$ cat src/rtl/pool_result_writer.sv
// Captures pooled result vectors on out_pipe_en, buffers them in a small FIFO and
// writes them to consecutive output addresses. Define POOL_WR_RELU_EN to clamp negative lanes to 0.

module pool_wr_lane #(
  parameter int DATA_W = 16
) (
  input  logic [DATA_W-1:0] din,
  output logic [DATA_W-1:0] dout
);
`ifdef POOL_WR_RELU_EN
  assign dout = din[DATA_W-1] ? '0 : din;
`else
  assign dout = din;
`endif
endmodule

module pool_result_writer #(
  parameter int POOL_UNITS = 32,
  parameter int DATA_W     = 16,
  parameter int ADDR_W     = 10,
  parameter int FIFO_DEPTH = 4
) (
  input  logic                         clk,
  input  logic                         nrst,
  input  logic                         start,
  input  logic [ADDR_W-1:0]            base_addr,
  input  logic [7:0]                   result_cnt,
  input  logic                         out_pipe_en,
  input  logic [POOL_UNITS*DATA_W-1:0] pool_data,
  output logic                         mem_valid,
  input  logic                         mem_ready,
  output logic [ADDR_W-1:0]            mem_addr,
  output logic [POOL_UNITS*DATA_W-1:0] mem_data,
  output logic                         busy,
  output logic                         done,
  output logic                         ovf_err
);
  localparam int VEC_W = POOL_UNITS * DATA_W;
  localparam int PW    = (FIFO_DEPTH > 1) ? $clog2(FIFO_DEPTH) : 1;

  typedef enum logic [1:0] {S_IDLE, S_RUN, S_DRAIN, S_DONE} state_t;
  state_t state, state_nxt;

  logic [VEC_W-1:0]  push_data;
  logic [VEC_W-1:0]  fifo_q [FIFO_DEPTH];
  logic [PW-1:0]     wr_ptr, rd_ptr;
  logic [PW:0]       cnt_q;
  logic [ADDR_W-1:0] base_q;
  logic [7:0]        res_q, cap_cnt, push_cnt, wr_cnt;
  logic              full, empty, pop, push, drop, strobe_run, start_ok, fifo_last;

  for (genvar g = 0; g < POOL_UNITS; g++) begin : g_lane
    pool_wr_lane #(.DATA_W(DATA_W)) u_lane (
      .din  (pool_data[g*DATA_W +: DATA_W]),
      .dout (push_data[g*DATA_W +: DATA_W])
    );
  end

  assign empty      = (cnt_q == '0);
  assign full       = (cnt_q == (PW+1)'(FIFO_DEPTH));
  assign pop        = !empty && mem_ready;
  assign strobe_run = (state == S_RUN) && out_pipe_en;
  // A full FIFO still takes the vector when the head leaves in the same cycle.
  assign push       = strobe_run && (!full || pop);
  assign drop       = strobe_run && full && !pop;
  assign start_ok   = (state == S_IDLE) && start;
  // FIFO is empty after this cycle's pop, so DONE follows the last write directly.
  assign fifo_last  = empty || ((cnt_q == (PW+1)'(1)) && pop);

  assign mem_valid = !empty;
  assign mem_data  = fifo_q[rd_ptr];
  assign mem_addr  = base_q + ADDR_W'(wr_cnt);
  assign busy      = (state == S_RUN) || (state == S_DRAIN);
  assign done      = (state == S_DONE);

  always_ff @(posedge clk or negedge nrst) begin
    if (!nrst) state <= S_IDLE;
    else       state <= state_nxt;
  end

  always_comb begin
    state_nxt = state;
    case (state)
      S_IDLE:  if (start) state_nxt = (result_cnt == 8'd0) ? S_DONE : S_RUN;
      S_RUN:   if (strobe_run && (cap_cnt + 8'd1 == res_q)) state_nxt = S_DRAIN;
      S_DRAIN: if (fifo_last && (wr_cnt + 8'(pop) == push_cnt)) state_nxt = S_DONE;
      S_DONE:  state_nxt = S_IDLE;
      default: state_nxt = S_IDLE;
    endcase
  end

  always_ff @(posedge clk or negedge nrst) begin
    if (!nrst) begin
      for (int i = 0; i < FIFO_DEPTH; i++) fifo_q[i] <= '0;
    end else if (push) begin
      fifo_q[wr_ptr] <= push_data;
    end
  end

  always_ff @(posedge clk or negedge nrst) begin
    if (!nrst) begin
      wr_ptr <= '0;
      rd_ptr <= '0;
      cnt_q  <= '0;
    end else begin
      if (push) wr_ptr <= wr_ptr + 1'b1;
      if (pop)  rd_ptr <= rd_ptr + 1'b1;
      case ({push, pop})
        2'b10:   cnt_q <= cnt_q + 1'b1;
        2'b01:   cnt_q <= cnt_q - 1'b1;
        default: cnt_q <= cnt_q;
      endcase
    end
  end

  // cap_cnt counts strobes (drives RUN exit); push_cnt counts stored vectors (drives DONE).
  always_ff @(posedge clk or negedge nrst) begin
    if (!nrst) begin
      base_q   <= '0;
      res_q    <= '0;
      cap_cnt  <= '0;
      push_cnt <= '0;
      wr_cnt   <= '0;
      ovf_err  <= 1'b0;
    end else if (start_ok) begin
      base_q   <= base_addr;
      res_q    <= result_cnt;
      cap_cnt  <= '0;
      push_cnt <= '0;
      wr_cnt   <= '0;
      ovf_err  <= 1'b0;
    end else begin
      if (strobe_run) cap_cnt  <= cap_cnt + 8'd1;
      if (push)       push_cnt <= push_cnt + 8'd1;
      if (pop)        wr_cnt   <= wr_cnt + 8'd1;
      if (drop)       ovf_err  <= 1'b1;
    end
  end
endmodule

$ cat config.mk
export PLATFORM = sky130hd
export DESIGN_NAME = pool_result_writer
export DESIGN_NICKNAME = d
export VERILOG_FILES = /design/src/rtl/pool_result_writer.sv
export SDC_FILE = /design/constraint.sdc
export NUM_CORES = 2
export LEC_CHECK = 0
export CELL_PAD_IN_SITES_DETAIL_PLACEMENT = 1
export CELL_PAD_IN_SITES_GLOBAL_PLACEMENT = 2
export CORE_ASPECT_RATIO = 2
export CORE_MARGIN = 3
export CORE_UTILIZATION = 42
export CTS_BUF_LIST = sky130_fd_sc_hd__clkbuf_8 sky130_fd_sc_hd__clkbuf_16
export DETAILED_ROUTE_END_ITERATION = 12
export PLACE_DENSITY = 0.93
export RECOVER_POWER = 50
export SLEW_MARGIN = 5
export SYNTH_ARGS = -nofsm -noshare
export SYNTH_HDL_FRONTEND = slang
export SYNTH_SLANG_ARGS = --single-unit
$ cat constraint.sdc
create_clock -name clk -period 3.65 [get_ports clk]
set_input_delay 0.9125 -clock clk [delete_from_list [all_inputs] [get_ports clk]]
set_output_delay 0.9125 -clock clk [all_outputs]
set_load 0.02 [all_outputs]
==> impl_metrics.toml <==
[run_status]
outcome = "complete, but fails checks"
violations = "max-capacitance violations, max-slew violations, negative setup slack"

[synth]
synth_top_area_share_pct = 58.0
synth_flop_cell = "dfrtp_1"
seq_area_frac_synth_pct = 58.0
synth_seq_cells = 2100
ys_types = 47
async_reset_ff_share_pct = 100
syn_nets = 5859
synth_area_per_cell_um2 = 17.1
yosysWarnings = 0
syn-instance-count = 5296
netlist_area_um2 = 90600
synthTopCellsByArea = "dfrtp_1, mux2_2, mux4_2"
synth-edff-count = 0
yosysTopAreaCell = "dfrtp_1"

[flow_run]
drv_cap = 3

[route]
dr.pass1.iters = 5
wl_um = 286000
drtAntennaViolNets = 0
drtIter0Drc = 2840
drc = 0
vias = 53600
drt-vias-per-instance = 5.62
wl_per_cell_um = 29.9

[pwr]
p_seq_share_pct = 34.8
p_int_w = 0.0758
swShare_pct = 36.2
total_power_w = 0.119
power_switching_w = 0.0429
p_per_area_nw_per_um2 = 1040
pwr-share-comb_pct = 47.7
clockPowerShare_pct = 17.5
ir_drop_mv = 0.705
leakagePower_nw = 51.8

[cells_and_area]
areaGrowthSynthToFinish_pct = 25.9
fillers = 19600
final_cell_mix = "dfrtp_1, mux2_2, clkdlybuf4s50_1"
stdcell_count = 9545
finalNetCount = 7113
drive_gt1_share_pct = 51.0
fin_area_um2 = 114000
final_common_cell = "dfrtp_1"

[global_route]
busiest_layer = "met2"
antenna_found_initial = 109
grt_pass1_wl_um = 416000
grt_pass1_vias = 62300
grt.overflow.total = 0
grt_max_degree = 151
use_met2_pct = 43.3
track_usage_pct = 24.8
use_met3_pct = 7.71
use_met1_pct = 27.9

[worst_setup_path]
critPathLaunch = "rd_ptr[0]"
worst-r2r-cell-count = 12
r2r_slack_ns = 0.47
crit_path_end_kind = "primary output"
required_ns = 2.74
critPathKind = "register to primary output"
worstReg2RegEnd = "state[1]"
cp-start-kind = "register"
critPathArrivalTime_ns = 3.00
reg2reg_from = "cnt_q[1]"
crit_fanout = 8

[floorplan]
ios = 1061
start_util_pct = 42.3
core_area_um2 = 214000
rows = 240
die_w_um = 334
fp.dieH_um = 663
dieArea_um2 = 222000

[hold_path]
min_to = "base_q[3]"
min_path_cells = 2
hold_class = "register to register"
holdCritStartpoint = "base_q[3]"

[sta]
final-max-slew-violation-count = 192
timing.final.ws_setup_ns = -0.265
setup_viol = 332
layout_min_cycle_time_ns = 3.92
fin_skew_ns = 0.0374
rsz0062_at_grt = "true"
tightestPinTransition_ns = 1.82
relSlewSlack_pct = -21.1
fmax_mhz = 255
finalCritPeriodShare_pct = 107
finalHoldViolCount = 0

[placement]
gp_congestion = 0.839
port_buffers = 1060
hpwl_um = 192000
post-place-ws_ns = -0.00946
placed_cell_area_um2 = 106000
dp.cells = 9040

[clock_tree]
clkSinkCount = 2100
cts_tree = "yes"
htreeDepth = 4
cts-root-buf = "clkbuf_16"
clockBufferDepth = 4
cts.clk_slew.worst_paths_ns = 0.06
clk-insertion-delay-late_ns = 0.85
numCtsBuffers = 194
## worst max-delay path, cell delays in order, from the launching register on
cell,delay [ns]
dfrtp_4,0.56
buf_4,0.17
buf_12,0.12
clkbuf_16,0.15
buf_12,0.13
buf_8,0.13
buf_16,0.14
mux4_2,0.47
clkdlybuf4s15_2,0.31
## power by group through the flow
| stage | Clock [W] | Combinational [W] | Sequential, W |
|---|---|---|---|
| detailed placement | 0 | 0.0566 | 0.0411 |
| CTS | 0.0213 | 0.0564 | 0.0411 |
| floorplan | 0 | 0.0341 | 0.0385 |
| global route | 0.0222 | 0.0594 | 0.0424 |
| finish | 0.0208 | 0.0566 | 0.0413 |
| global placement | 0 | 0.0551 | 0.0395 |
## area by class of cell
cell class | count | area, µm² | area share (%)
well taps | 2783 | 3480 | 3.05
multi-input cells | 2831 | 36400 | 31.9
inverters | 14 | 52.6 | 0.0460
clock buffers | 239 | 5490 | 4.81
diodes | 64 | 160 | 0.140
clock inverters | 105 | 941 | 0.824
flip-flops and latches | 2100 | 52600 | 46.1
repair buffers | 1409 | 15000 | 13.1
## layer usage
metal  vias up  part of all wire, %
li1      22300                    -
met1     29100                   36
met2      1611                   51
met3       593                  8.0
met4        68                  4.9
met5         -                 0.16
## synth_stat cells (2+ instances only)
library cell and number:
dfrtp_1 2100, mux2_2 2048, mux4_2 512, buf_2 251, nand2_1 70, clkbuf_1 66, buf_1 31, ha_1 27
nor2_1 27, xnor2_1 24, xor2_1 24, o21ai_0 18, a21oi_1 14, inv_1 14, nand4_1 10, or3_1 6
a21o_1 5, and2_1 5, nand3_1 5, nor2b_1 4, a31oi_1 3, mux2i_1 3, and3_1 2, nand2b_1 2
nor3b_1 2, nor4_1 2
## metrics by stage
stage / hold WS [ns] / setup TNS [ns] / util, %
2_1_floorplan: 0.452 / 0 / -
3_3_place_gp: 0.466 / -0.0478 / 49.6
3_5_place_dp: 0.474 / -0.00946 / 49.6
4_1_cts: 0.490 / -134.25 / 52.7
5_1_grt: 0.513 / -79.28 / 53.3
6_report: 0.486 / -35.40 / 53.3
## how the worst max path moves through the flow
stage / endpoint
floorplan: state[1]
global placement: state[1]
detailed placement: state[1]
CTS: mem_data[264]
global route: mem_data[462]
finish: mem_data[472]
## registers in the layout (all words and copies together) (netlist names)
register	cells
base_q	10
wr_ptr	2
wr_cnt	8
cnt_q	3
state	2
fifo_q	2048
cap_cnt	8
res_q	8
ovf_err	1
push_cnt	8
rd_ptr	2
## cells by family after synthesis
family / share of synthesized area [%]
AO/OA/AOI/OAI: 0.329
XOR/XNOR: 0.464
adder cells (fa/ha/maj): 0.395
buffers and inverters: 1.87
flip-flops: 58.0
multiplexers: 38.2
AND/OR/NAND/NOR: 0.746
## what timing repair did
| item | in CTS | in global routing |
|---|---|---|
| endpoints found under the hold margin | 8 | 0 |
| cloned | 3 | 12 |
| setup endpoints to repair | 515 | 507 |
| pin swaps | 6 | 3 |
| gates resized for setup | 492 | 515 |
| hold buffers | 1 | 0 |
| buffers inserted | 11 | 70 |
Power figures use the tool's default switching activity.
